[src/rtl/ysyx_trap_ctrl_if.sv]
// Bundle of EXU trap requests, CSR state snapshots, the CSR write port and the fetch redirect.
// The trap controller connects through the slave modport.
interface ysyx_trap_ctrl_if #(
  parameter int BIT_W = 32,
  parameter int R_W   = 12
);
  logic             exu_valid;
  logic             ecall;
  logic             ebreak;
  logic             illegal;
  logic             mret;
  logic [BIT_W-1:0] pc;
  logic [BIT_W-1:0] mtvec_i;
  logic [BIT_W-1:0] mepc_i;
  logic [BIT_W-1:0] mstatus_i;

  logic             csr_wen;
  logic [R_W-1:0]   csr_waddr;
  logic [BIT_W-1:0] csr_wdata;
  logic [R_W-1:0]   csr_waddr_add1;
  logic [BIT_W-1:0] csr_wdata_add1;

  logic             redirect_valid;
  logic [BIT_W-1:0] redirect_pc;
  logic             redirect_ready;
  logic             busy;

  modport master (
    output exu_valid, ecall, ebreak, illegal, mret, pc, mtvec_i, mepc_i, mstatus_i,
    output redirect_ready,
    input  csr_wen, csr_waddr, csr_wdata, csr_waddr_add1, csr_wdata_add1,
    input  redirect_valid, redirect_pc, busy
  );

  modport slave (
    input  exu_valid, ecall, ebreak, illegal, mret, pc, mtvec_i, mepc_i, mstatus_i,
    input  redirect_ready,
    output csr_wen, csr_waddr, csr_wdata, csr_waddr_add1, csr_wdata_add1,
    output redirect_valid, redirect_pc, busy
  );
endinterface

[src/rtl/ysyx_trap_ctrl.sv]
// Machine-mode trap sequencer: writes mepc/mcause and mstatus through the CSR port,
// then redirects fetch to mtvec (trap) or mepc (mret), stalling EXU throughout.
module ysyx_trap_ctrl #(
  parameter int BIT_W         = 32,
  parameter int R_W           = 12,
  parameter int CAUSE_ILLEGAL = 2,
  parameter int CAUSE_BREAK   = 3,
  parameter int CAUSE_ECALL_M = 11
) (
  input  logic clk,
  input  logic rst,
  ysyx_trap_ctrl_if.slave bus
);

  localparam logic [R_W-1:0] ADDR_MSTATUS = R_W'(12'h300);
  localparam logic [R_W-1:0] ADDR_MEPC    = R_W'(12'h341);
  localparam logic [R_W-1:0] ADDR_MCAUSE  = R_W'(12'h342);
  localparam logic [BIT_W-1:0] ALIGN_MASK = ~(BIT_W'(3));

  typedef enum logic [1:0] {IDLE, WR_EPC, WR_STAT, REDIR} state_t;

  state_t           state;
  logic [BIT_W-1:0] stat_snap;
  logic [BIT_W-1:0] target;

  logic             csr_wen_q;
  logic [R_W-1:0]   csr_waddr_q;
  logic [BIT_W-1:0] csr_wdata_q;
  logic [R_W-1:0]   csr_waddr_add1_q;
  logic [BIT_W-1:0] csr_wdata_add1_q;
  logic             redirect_valid_q;
  logic [BIT_W-1:0] redirect_pc_q;

  logic             accept;
  logic             is_trap;
  logic [BIT_W-1:0] cause_sel;

  function automatic logic [BIT_W-1:0] trap_status(input logic [BIT_W-1:0] s);
    logic [BIT_W-1:0] r;
    r        = s;
    r[7]     = s[3];
    r[3]     = 1'b0;
    r[12:11] = 2'b11;
    return r;
  endfunction

  function automatic logic [BIT_W-1:0] mret_status(input logic [BIT_W-1:0] s);
    logic [BIT_W-1:0] r;
    r        = s;
    r[3]     = s[7];
    r[7]     = 1'b1;
    r[12:11] = 2'b11;
    return r;
  endfunction

  // Priority illegal > ebreak > ecall; mret only wins when no trap flag is set.
  always_comb begin
    is_trap   = bus.illegal | bus.ebreak | bus.ecall;
    accept    = (state == IDLE) && bus.exu_valid && (is_trap || bus.mret);
    cause_sel = '0;
    if (bus.illegal)     cause_sel = BIT_W'(CAUSE_ILLEGAL);
    else if (bus.ebreak) cause_sel = BIT_W'(CAUSE_BREAK);
    else if (bus.ecall)  cause_sel = BIT_W'(CAUSE_ECALL_M);
  end

  // Outputs are registered alongside the state, so each write lands in the cycle its state is active.
  always_ff @(posedge clk) begin
    if (rst) begin
      state            <= IDLE;
      stat_snap        <= '0;
      target           <= '0;
      csr_wen_q        <= 1'b0;
      csr_waddr_q      <= '0;
      csr_wdata_q      <= '0;
      csr_waddr_add1_q <= '0;
      csr_wdata_add1_q <= '0;
      redirect_valid_q <= 1'b0;
      redirect_pc_q    <= '0;
    end else begin
      case (state)
        IDLE: begin
          if (accept) begin
            stat_snap <= bus.mstatus_i;
            csr_wen_q <= 1'b1;
            if (is_trap) begin
              state            <= WR_EPC;
              target           <= bus.mtvec_i & ALIGN_MASK;
              csr_waddr_q      <= ADDR_MEPC;
              csr_wdata_q      <= bus.pc & ALIGN_MASK;
              csr_waddr_add1_q <= ADDR_MCAUSE;
              csr_wdata_add1_q <= cause_sel;
            end else begin
              state            <= WR_STAT;
              target           <= bus.mepc_i;
              csr_waddr_q      <= ADDR_MSTATUS;
              csr_wdata_q      <= mret_status(bus.mstatus_i);
              csr_waddr_add1_q <= ADDR_MSTATUS;
              csr_wdata_add1_q <= mret_status(bus.mstatus_i);
            end
          end
        end
        WR_EPC: begin
          state            <= WR_STAT;
          csr_wen_q        <= 1'b1;
          csr_waddr_q      <= ADDR_MSTATUS;
          csr_wdata_q      <= trap_status(stat_snap);
          csr_waddr_add1_q <= ADDR_MSTATUS;
          csr_wdata_add1_q <= trap_status(stat_snap);
        end
        WR_STAT: begin
          state            <= REDIR;
          csr_wen_q        <= 1'b0;
          csr_waddr_q      <= '0;
          csr_wdata_q      <= '0;
          csr_waddr_add1_q <= '0;
          csr_wdata_add1_q <= '0;
          redirect_valid_q <= 1'b1;
          redirect_pc_q    <= target;
        end
        REDIR: begin
          if (bus.redirect_ready) begin
            state            <= IDLE;
            redirect_valid_q <= 1'b0;
            redirect_pc_q    <= '0;
          end
        end
        default: state <= IDLE;
      endcase
    end
  end

  assign bus.busy           = accept || (state != IDLE);
  assign bus.csr_wen        = csr_wen_q;
  assign bus.csr_waddr      = csr_waddr_q;
  assign bus.csr_wdata      = csr_wdata_q;
  assign bus.csr_waddr_add1 = csr_waddr_add1_q;
  assign bus.csr_wdata_add1 = csr_wdata_add1_q;
  assign bus.redirect_valid = redirect_valid_q;
  assign bus.redirect_pc    = redirect_pc_q;

endmodule
[src/flat_wrapper.sv]
// flat-port wrapper written by rule: the top's interface ports become plain ports
module ysyx_trap_ctrl_flat 
#(
  parameter int BIT_W         = 32,
  parameter int R_W           = 12,
  parameter int CAUSE_ILLEGAL = 2,
  parameter int CAUSE_BREAK   = 3,
  parameter int CAUSE_ECALL_M = 11
)
  (clk, rst, bus_exu_valid, bus_ecall, bus_ebreak, bus_illegal, bus_mret, bus_pc, bus_mtvec_i, bus_mepc_i, bus_mstatus_i, bus_redirect_ready, bus_csr_wen, bus_csr_waddr, bus_csr_wdata, bus_csr_waddr_add1, bus_csr_wdata_add1, bus_redirect_valid, bus_redirect_pc, bus_busy);
  ysyx_trap_ctrl_if #(.BIT_W(BIT_W), .R_W(R_W)) bus_i ();
  input  logic clk;
  input  logic rst;
  input wire logic [$bits(bus_i.exu_valid)-1:0] bus_exu_valid;
  input wire logic [$bits(bus_i.ecall)-1:0] bus_ecall;
  input wire logic [$bits(bus_i.ebreak)-1:0] bus_ebreak;
  input wire logic [$bits(bus_i.illegal)-1:0] bus_illegal;
  input wire logic [$bits(bus_i.mret)-1:0] bus_mret;
  input wire logic [$bits(bus_i.pc)-1:0] bus_pc;
  input wire logic [$bits(bus_i.mtvec_i)-1:0] bus_mtvec_i;
  input wire logic [$bits(bus_i.mepc_i)-1:0] bus_mepc_i;
  input wire logic [$bits(bus_i.mstatus_i)-1:0] bus_mstatus_i;
  input wire logic [$bits(bus_i.redirect_ready)-1:0] bus_redirect_ready;
  output wire logic [$bits(bus_i.csr_wen)-1:0] bus_csr_wen;
  output wire logic [$bits(bus_i.csr_waddr)-1:0] bus_csr_waddr;
  output wire logic [$bits(bus_i.csr_wdata)-1:0] bus_csr_wdata;
  output wire logic [$bits(bus_i.csr_waddr_add1)-1:0] bus_csr_waddr_add1;
  output wire logic [$bits(bus_i.csr_wdata_add1)-1:0] bus_csr_wdata_add1;
  output wire logic [$bits(bus_i.redirect_valid)-1:0] bus_redirect_valid;
  output wire logic [$bits(bus_i.redirect_pc)-1:0] bus_redirect_pc;
  output wire logic [$bits(bus_i.busy)-1:0] bus_busy;
  assign bus_i.exu_valid = bus_exu_valid;
  assign bus_i.ecall = bus_ecall;
  assign bus_i.ebreak = bus_ebreak;
  assign bus_i.illegal = bus_illegal;
  assign bus_i.mret = bus_mret;
  assign bus_i.pc = bus_pc;
  assign bus_i.mtvec_i = bus_mtvec_i;
  assign bus_i.mepc_i = bus_mepc_i;
  assign bus_i.mstatus_i = bus_mstatus_i;
  assign bus_i.redirect_ready = bus_redirect_ready;
  assign bus_csr_wen = bus_i.csr_wen;
  assign bus_csr_waddr = bus_i.csr_waddr;
  assign bus_csr_wdata = bus_i.csr_wdata;
  assign bus_csr_waddr_add1 = bus_i.csr_waddr_add1;
  assign bus_csr_wdata_add1 = bus_i.csr_wdata_add1;
  assign bus_redirect_valid = bus_i.redirect_valid;
  assign bus_redirect_pc = bus_i.redirect_pc;
  assign bus_busy = bus_i.busy;
  ysyx_trap_ctrl #(.BIT_W(BIT_W), .R_W(R_W), .CAUSE_ILLEGAL(CAUSE_ILLEGAL), .CAUSE_BREAK(CAUSE_BREAK), .CAUSE_ECALL_M(CAUSE_ECALL_M)) u_core (.clk(clk), .rst(rst), .bus(bus_i));
endmodule
[config.mk]
export PLATFORM = sky130hd
export DESIGN_NAME = ysyx_trap_ctrl_flat
export DESIGN_NICKNAME = d
export VERILOG_FILES = /design/src/rtl/ysyx_trap_ctrl_if.sv /design/src/rtl/ysyx_trap_ctrl.sv /design/src/flat_wrapper.sv
export SDC_FILE = /design/constraint.sdc
export NUM_CORES = 1
export LEC_CHECK = 0
export CORE_MARGIN = 8
export CORE_UTILIZATION = 45
export DETAILED_ROUTE_END_ITERATION = 8
export PLACE_DENSITY = 0.92
export RECOVER_POWER = 25
export SLEW_MARGIN = 20
export SYNTH_ARGS = -nofsm -noshare
export SYNTH_HDL_FRONTEND = slang
export SYNTH_SLANG_ARGS = --single-unit
[constraint.sdc]
create_clock -name clk -period 2.6 [get_ports clk]
set_input_delay 0.52 -clock clk [delete_from_list [all_inputs] [get_ports clk]]
set_output_delay 0.52 -clock clk [all_outputs]
set_load 0.02 [all_outputs]
# After elaboration in Yosys (flattened, before gate mapping)
# Index checks and enable logic that the tools add are counted.
# totals
input_bits,136
elab_cells,55
ff_bits,188
out_inout_bits,123
# op_classes
reduce_logical,12
eq_ne,5
mux,26
bitwise_logic,2
# ops
cell,n
$mux W32,8
$pmux W32 S3,2
$pmux W12 S3,2
$pmux W32 S2,1
$mux W12,2
$mux W7,2
$pmux W2 S4,1
$reduce_and A2 Y1,4
$mux W2,3
$eq A2 B2 Y1 const B,2
$mux W4,1
$reduce_bool A2 Y1,2
$pmux W1 S3,1
$reduce_bool A3 Y1,1
$eq A2 B1 Y1 const B,1
$logic_and A1 B1 Y1,2
$logic_not A2 Y1,1
$logic_or A1 B1 Y1,2
$mux W1,2
$ne A2 B1 Y1 const B,1
$ne A2 B2 Y1 const B,1
$or A1 B1 Y1,2
$pmux W1 S2,1

# Depth between registers and ports, before layout
# Gate-level depths: netlist of the first run.
# depth
depth_word,6
mapped_depth,8
mapped_depth_nobuf,6

# Worst setup path after synthesis of the first run
# No wires, ideal clock.
# synth_timing
path_type,input-to-output
from,input port bus_ebreak
to,output port bus_busy
arrival_ns,1.598
path_slack_ns,0.482
n_path_buf,1
cell_stages,4
t_required_ns,2.080
cell_sequence,or4_1 -> buf_2 -> a21oi_1 -> inv_1
# synth_between
elab_chain_len,5
# synth_rtl
element,line_no,source
"start, declared",flat_wrapper.sv:16,input wire logic [$bits(bus_i.ebreak)-1:0] bus_ebreak;
$or A1 B1 Y1 (2 in a row),ysyx_trap_ctrl.sv:58,is_trap = bus.illegal | bus.ebreak | bus.ecall;
$logic_or A1 B1 Y1,ysyx_trap_ctrl.sv:59,accept = (state == IDLE) && bus.exu_valid && (is_trap || bus.mret);
$logic_and A1 B1 Y1,ysyx_trap_ctrl.sv:59,
$logic_or A1 B1 Y1,ysyx_trap_ctrl.sv:132,assign bus.busy = accept || (state != IDLE);
"end, declared",flat_wrapper.sv:31,output wire logic [$bits(bus_i.busy)-1:0] bus_busy;
# Every way passes these cells.

# Worst setup path after layout of the first run
# Same ends and word-level chain as after synthesis.

==> results of run 1 <==
power by group through the flow:
stage / sequential [mW] / combinational [mW] / clock [mW]
5_1_grt: 3.26 / 3.84 / 2.63
4_1_cts: 3.22 / 3.65 / 2.51
2_1_floorplan: 3.62 / 1.81 / 0
3_3_place_gp: 3.24 / 3.51 / 0
3_5_place_dp: 3.27 / 3.62 / 0
6_report: 3.22 / 3.57 / 2.48
layout make-up:
type	instances	area [µm²]
Clock buffer	26	529.3
Multi-Input combinational cell	559	3303
Tap cell	188	235.2
Fill cell	1193	5070
Sequential cell	162	3243
Clock inverter	6	67.56
Inverter	4	15.01
Timing Repair Buffer	270	2739
worst max-delay path: cells and delay by family:
kind / cells / cell delay [ps]
compound gates: 1 / 190
buf+inv: 3 / 660
simple gates: 1 / 590
metal layers:
layer | track usage, % | vias to the layer above | share of wire [%]
met1 | 22.91 | 3071 | 39
met2 | 37.90 | 232 | 50
met5 | 0 | - | 0
li1 | - | 3162 | -
met4 | 12.56 | 0 | 4.6
met3 | 5.368 | 61 | 6.1
registers in the layout, summed over array words and instances, names as in the netlist:
register,cells
u_core.bus.csr_waddr_add1,2
u_core.bus.csr_wdata,32
u_core.bus.csr_wdata_add1,31
u_core.bus.csr_wen,1
u_core.bus.redirect_pc,32
u_core.bus.redirect_valid,1
u_core.stat_snap,29
u_core.state,2
u_core.target,32
how the worst max path moves through the flow:
| stage | start | to | slack, ps | cells past startpoint |
|---|---|---|---|---|
| 2_1_floorplan | bus_ebreak | bus_busy | 480 | 4 |
| 3_3_place_gp | bus_ebreak | bus_busy | -430 | 5 |
| 3_5_place_dp | bus_ecall | bus_busy | -440 | 5 |
| 4_1_cts | bus_ebreak | bus_busy | 10 | 5 |
| 5_1_grt | bus_ebreak | bus_busy | 80 | 5 |
| 6_report | bus_ebreak | bus_busy | 130 | 5 |
synthesized netlist by cell type:
| cell | n |
|---|---|
| o21ai_0 | 3 |
| a221oi_2 | 22 |
| a22o_1 | 1 |
| buf_4 | 25 |
| a211oi_1 | 8 |
| nand3b_1 | 32 |
| nor2b_1 | 2 |
| o311ai_0 | 2 |
| mux2i_1 | 1 |
| a311oi_1 | 30 |
| and2_1 | 1 |
| a221oi_1 | 6 |
| and2_0 | 2 |
| buf_8 | 2 |
| clkbuf_1 | 41 |
| buf_2 | 14 |
| nor3_2 | 22 |
| buf_6 | 6 |
| nand2b_1 | 2 |
| ha_1 | 6 |
| a311oi_2 | 1 |
| nand3_1 | 2 |
| a22oi_4 | 1 |
| buf_1 | 5 |
| o41ai_1 | 2 |
| nand2_1 | 189 |
| a21oi_1 | 72 |
| or3_1 | 1 |
| or4_1 | 1 |
| inv_1 | 4 |
| o211ai_1 | 1 |
| nor3_1 | 13 |
| conb_1 | 1 |
| a211oi_2 | 23 |
| nor2_1 | 96 |
| dfxtp_1 | 162 |
| a211o_1 | 1 |
kinds of logic after synthesis:
family	count (synthesis)
AND/OR/NAND/NOR	363
AO/OA/AOI/OAI	173
flip-flops	162
buffers and inverters	97
adder cells (fa/ha/maj)	6
multiplexers	1
other	1
stage by stage:
stage / worst slack, ps / hold slack (ps) / std cells
floorplan: 481.9 / 432.0 / 818
global placement: -432.5 / 436.5 / 1183
detailed placement: -436.8 / 443.9 / 1183
CTS: 11.00 / 452.2 / 1215
global route: 84.57 / 470.5 / 1215
finish: 128.8 / 449.3 / 1215
repair_timing:
item / 4_1_cts / 5_1_grt
gates resized for setup: 6 / 2
setup endpoints to repair: 1 / 1
gates cloned: 0 / 0
pin swaps: 0 / 0
cell usage in the layout, fill, tap and decap left out, types with 3 or more instances in the layout:
cell and instances:
a211oi_1 8, a211oi_2 23, a21oi_1 71, a221oi_1 6, a221oi_2 22, a311oi_1 30, buf_12 11, buf_4 19
clkbuf_1 4, clkbuf_16 17, clkbuf_8 7, clkdlybuf4s50_1 203, conb_1 16, dfxtp_1 162, dlygate4sd3_1 31, ha_1 6
inv_1 4, nand2_1 189, nand3b_1 32, nor2_1 94, nor3_1 13, nor3_2 22, o21ai_0 3
==> impl_metrics.json, run 1 <==
{
  "synthAdderAreaFrac_pct": 1.072,
  "cts_buffer_depth": 2,
  "cts_root_buffer": "clkbuf_16",
  "synthCells": 803,
  "vias_per_cell": 5.371,
  "first_pass_iters": 7,
  "wirelength_um": 21780,
  "max_cap_viol_count": 0,
  "crit_arrival_ps": 1950,
  "fin_util_pct": 66.65,
  "power.density_nw_per_um2": 914.7,
  "wl_per_cell_um": 17.93,
  "fmax_mhz": 404.7,
  "yosys_warnings": 0,
  "final_hold_viol_count": 0,
  "rsz0062_at_grt": "no",
  "synth_top_family_by_area": "simple AND/OR/NAND/NOR gates",
  "holdPathStages": 2,
  "cts.htree.levels": 4,
  "portBuffers": 236,
  "ant_nets": 0,
  "yosysSeqAreaShare_pct": 46.31,
  "fin_crit_sh_pct": 95.04,
  "rows": 45,
  "min_period_ps": 2471,
  "tns_ps": 0,
  "final_max_slew_viol_count": 0,
  "num_io_pins": 259,
  "dp_hpwl_um": 15580,
  "p_int_mw": 5.986,
  "drive_gt1_share_pct": 13.63,
  "p_leak_nw": 3.834,
  "slowest_stage": "or4_4",
  "seqPwrFrac_pct": 34.7,
  "timing.reg2reg.setup_slack_ps": 420,
  "cts_sinks": 162,
  "p_clk_share_pct": 26.8,
  "slew_headroom_pct": 38.26,
  "drt_iter0_markers": 366,
  "power_switching_mw": 3.282,
  "clkTransAtPathRegs_ps": 60,
  "placed_area_um2": 9559,
  "rr_startpoint": "u_core.state[1]",
  "layout.nets": 1156,
  "fin_worst_skew_ps": 9.736,
  "drc": 0,
  "die_w_um": 140.8,
  "gp_congestion": 0.7691,
  "n_antenna_cell": 0,
  "path_max_fanout": 2,
  "yosysTopAreaCell": "dfxtp_1",
  "grt_max_degree": 67,
  "r2r_cells": 7,
  "die_h_um": 140.8,
  "worstPathCellList": "clkdlybuf4s50_1 -> or4_4 -> a21oi_4 -> inv_1 -> buf_2",
  "num_vias": 6526,
  "status": "completed",
  "grt_pass1_vias": 6673,
  "synthSimpleGateAreaFrac_pct": 23.74,
  "grt_antenna_before_repair": 0,
  "fin_area_um2": 10130,
  "start_util_pct": 46.07,
  "comb_power_share_pct": 38.5,
  "yosysUniqueCellTypes": 37,
  "worst_pin_slew_ps": 926.1,
  "power_mw": 9.268,
  "tritoncts": "yes",
  "area_delta_synth_final_pct": 44.68,
  "overflow": 0,
  "ir_drop_uv": 489.1,
  "insertion_delay_ps": 420,
  "critical-path-max-stage-delay_ps": 590,
  "startpoint_type": "input port",
  "synthXorXnorAreaFrac_pct": 0,
  "crit_type": "input port to output port",
  "worstPathRequired_ps": 2080,
  "syn_area_per_cell_um2": 8.721,
  "yosysTopAreaCellShare_pct": 46.31,
  "synth_compound_area_share_pct": 20.92,
  "worstReg2RegEnd": "u_core.bus.csr_wdata[31]",
  "synthTopCellsByArea": "dfxtp_1 (46%), nand2_1 (10%), a21oi_1 (5.1%), nor2_1 (5.1%), a221oi_2 (4.7%)",
  "synth_mux_area_share_pct": 0.1429,
  "syn_area_um2": 7003,
  "core_um2": 15200,
  "critPathCaptureType": "output port",
  "grt_first_pass_wirelength_um": 34140,
  "hold_path.class": "flop to flop",
  "switching_share_pct": 35.41,
  "dieArea_um2": 19810,
  "cts_buffers": 17,
  "min_from": "u_core.bus.redirect_pc[22]",
  "track_usage_pct": 21.47,
  "cts_hold_buf": 0,
  "post-cts-setup-buffer-count": 0,
  "finalSetupViolations": 0,
  "holdPathEnd": "u_core.bus.redirect_pc[22]",
  "synth_seq_cells": 162
}
No activity file was read; power rests on OpenSTA's default activity.
==> run 2, diff against run 1 <==
Settings changed: CORE_ASPECT_RATIO from default to 1.75.
==> impl_metrics.json, run 2 (synthesized netlist as in run 1, its figures left out) <==
{
  "rr_startpoint": "u_core.state[0]",
  "place_inst": 1174,
  "critical-path-max-stage-delay_ps": 580,
  "die_w_um": 110.3,
  "dp_hpwl_um": 15170,
  "layout.nets": 1149,
  "final_hold_viol_count": 0,
  "min_period_ps": 2547,
  "crit_arrival_ps": 2030,
  "grt-busiest-layer": "met2",
  "worstPathRequired_ps": 2080,
  "final_cell_mix": "clkdlybuf4s50_1 (194), nand2_1 (189), dfxtp_1 (162)",
  "crit_type": "input port to output port",
  "cts_root_buffer": "clkbuf_16",
  "fillCellCount": 1212,
  "gp_congestion": 0.7732,
  "final_max_slew_viol_count": 0,
  "startpoint": "bus_ebreak",
  "start_util_pct": 45.73,
  "status": "completed",
  "fin_area_um2": 10040,
  "switching_share_pct": 36.38,
  "holdPathStages": 2,
  "worst_pin_slew_ps": 722.0,
  "worstPathCellList": "clkdlybuf4s50_1 -> or4_4 -> a21oi_2 -> inv_1 -> clkdlybuf4s15_2",
  "cts_hold_buf": 0,
  "max_cap_viol_count": 0,
  "grt_max_degree": 86,
  "n_antenna_cell": 0,
  "vias_per_cell": 5.303,
  "seqPwrFrac_pct": 35.3,
  "p_clk_share_pct": 26.8,
  "hold_path.class": "flop to flop",
  "postLayoutSetupSlackWorst_ps": 52.88,
  "power.density_nw_per_um2": 903.1,
  "power_mw": 9.064,
  "first_pass_iters": 4,
  "drc": 0,
  "fin_util_pct": 65.53,
  "area_delta_synth_final_pct": 43.31,
  "startpoint_type": "input port",
  "path_max_fanout": 2,
  "clkTransAtPathRegs_ps": 60,
  "layout_commonest_cell": "clkdlybuf4s50_1",
  "overflow": 0,
  "ir_drop_uv": 394.7,
  "grt_antenna_before_repair": 1,
  "comb_power_share_pct": 37.9,
  "grt_first_pass_wirelength_um": 32620,
  "worstReg2RegEnd": "u_core.bus.csr_wdata[18]",
  "holdPathEnd": "u_core.bus.redirect_pc[25]",
  "drive_gt1_share_pct": 13.43,
  "finalSetupViolations": 0,
  "fin_crit_sh_pct": 97.97,
  "min_from": "u_core.bus.redirect_pc[25]",
  "tns_ps": 0,
  "tritoncts": "yes",
  "critPathCaptureType": "output port",
  "power_switching_mw": 3.298,
  "placed_area_um2": 9459,
  "pre_cts_slack_ps": -351.3,
  "cts.htree.levels": 4,
  "num_vias": 6395,
  "ant_nets": 0,
  "whs_ps": 446.4,
  "num_io_pins": 259,
  "cts_sinks": 162,
  "core_um2": 15310,
  "rsz0062_at_grt": "no",
  "r2r_cells": 6,
  "use_met3_pct": 6.272,
  "die_h_um": 181.0,
  "cts_buffers": 17,
  "wl_per_cell_um": 17.17,
  "timing.reg2reg.setup_slack_ps": 440,
  "slew_headroom_pct": 51.75,
  "p_int_mw": 5.766,
  "track_usage_pct": 20.47,
  "fmax_mhz": 392.6,
  "rows": 60,
  "slowest_stage": "or4_4",
  "drt_iter0_markers": 203,
  "dieArea_um2": 19970,
  "portBuffers": 236,
  "use_met1_pct": 20.42,
  "wirelength_um": 20700,
  "insertion_delay_ps": 410,
  "grtUsageMet2_pct": 37.31,
  "fin_worst_skew_ps": 8.625,
  "cts_buffer_depth": 2,
  "grt_pass1_vias": 6562,
  "p_leak_nw": 3.802,
  "final_cell_count_no_fill": 1206
}
-- run 2: cell count changes in the layout (fill, tap and decap cells not counted), moves of 3 or more --
cell	delta
clkdlybuf4s50_1	-9
dlygate4sd3_1	+9
clkbuf_8	-6
buf_12	-3
-- run 2: layer usage --
metal,part of all wire (%),wire [µm],vias to the layer above
met3,8.5,1759,31
li1,-,-,3149
met2,53,11050,228
met4,2.5,526,2
met1,35,7349,2985
met5,0.063,13,-
-- run 2: how the worst max path moves through the flow --
stage | end | depth (start not counted)
4_1_cts | bus_busy | 5
2_1_floorplan | bus_busy | 4
3_5_place_dp | bus_busy | 5
6_report | bus_busy | 5
3_3_place_gp | bus_busy | 5
5_1_grt | bus_busy | 5
-- run 2: repair_timing --
item                       4_1_cts  5_1_grt
buffers inserted                 0        0
setup endpoints to repair        1        0
resized for setup                5        0
-- run 2: area by class of cell --
type / instances / area (µm²) / area share (%)
Sequential cell: 162 / 3243 / 32.32
Tap cell: 186 / 232.7 / 2.319
Clock inverter: 12 / 123.9 / 1.234
Inverter: 4 / 15.01 / 0.1496
Timing Repair Buffer: 263 / 2665 / 26.56
Multi-Input combinational cell: 559 / 3309 / 32.98
Clock buffer: 20 / 446.7 / 4.451
-- run 2: power groups by stage --
stage	Clock, mW	Sequential [mW]	Combinational [mW]
final	2.43	3.20	3.43
after global routing	2.57	3.26	3.71
after CTS	2.47	3.21	3.53
after detailed placement	0	3.26	3.51
after global placement	0	3.24	3.42
after floorplan	0	3.62	1.81
-- run 2: critical path: cells and delay by family --
kind            cells  cell delay [ps]
simple gates        1              580
compound gates      1              190
buf+inv             3              730
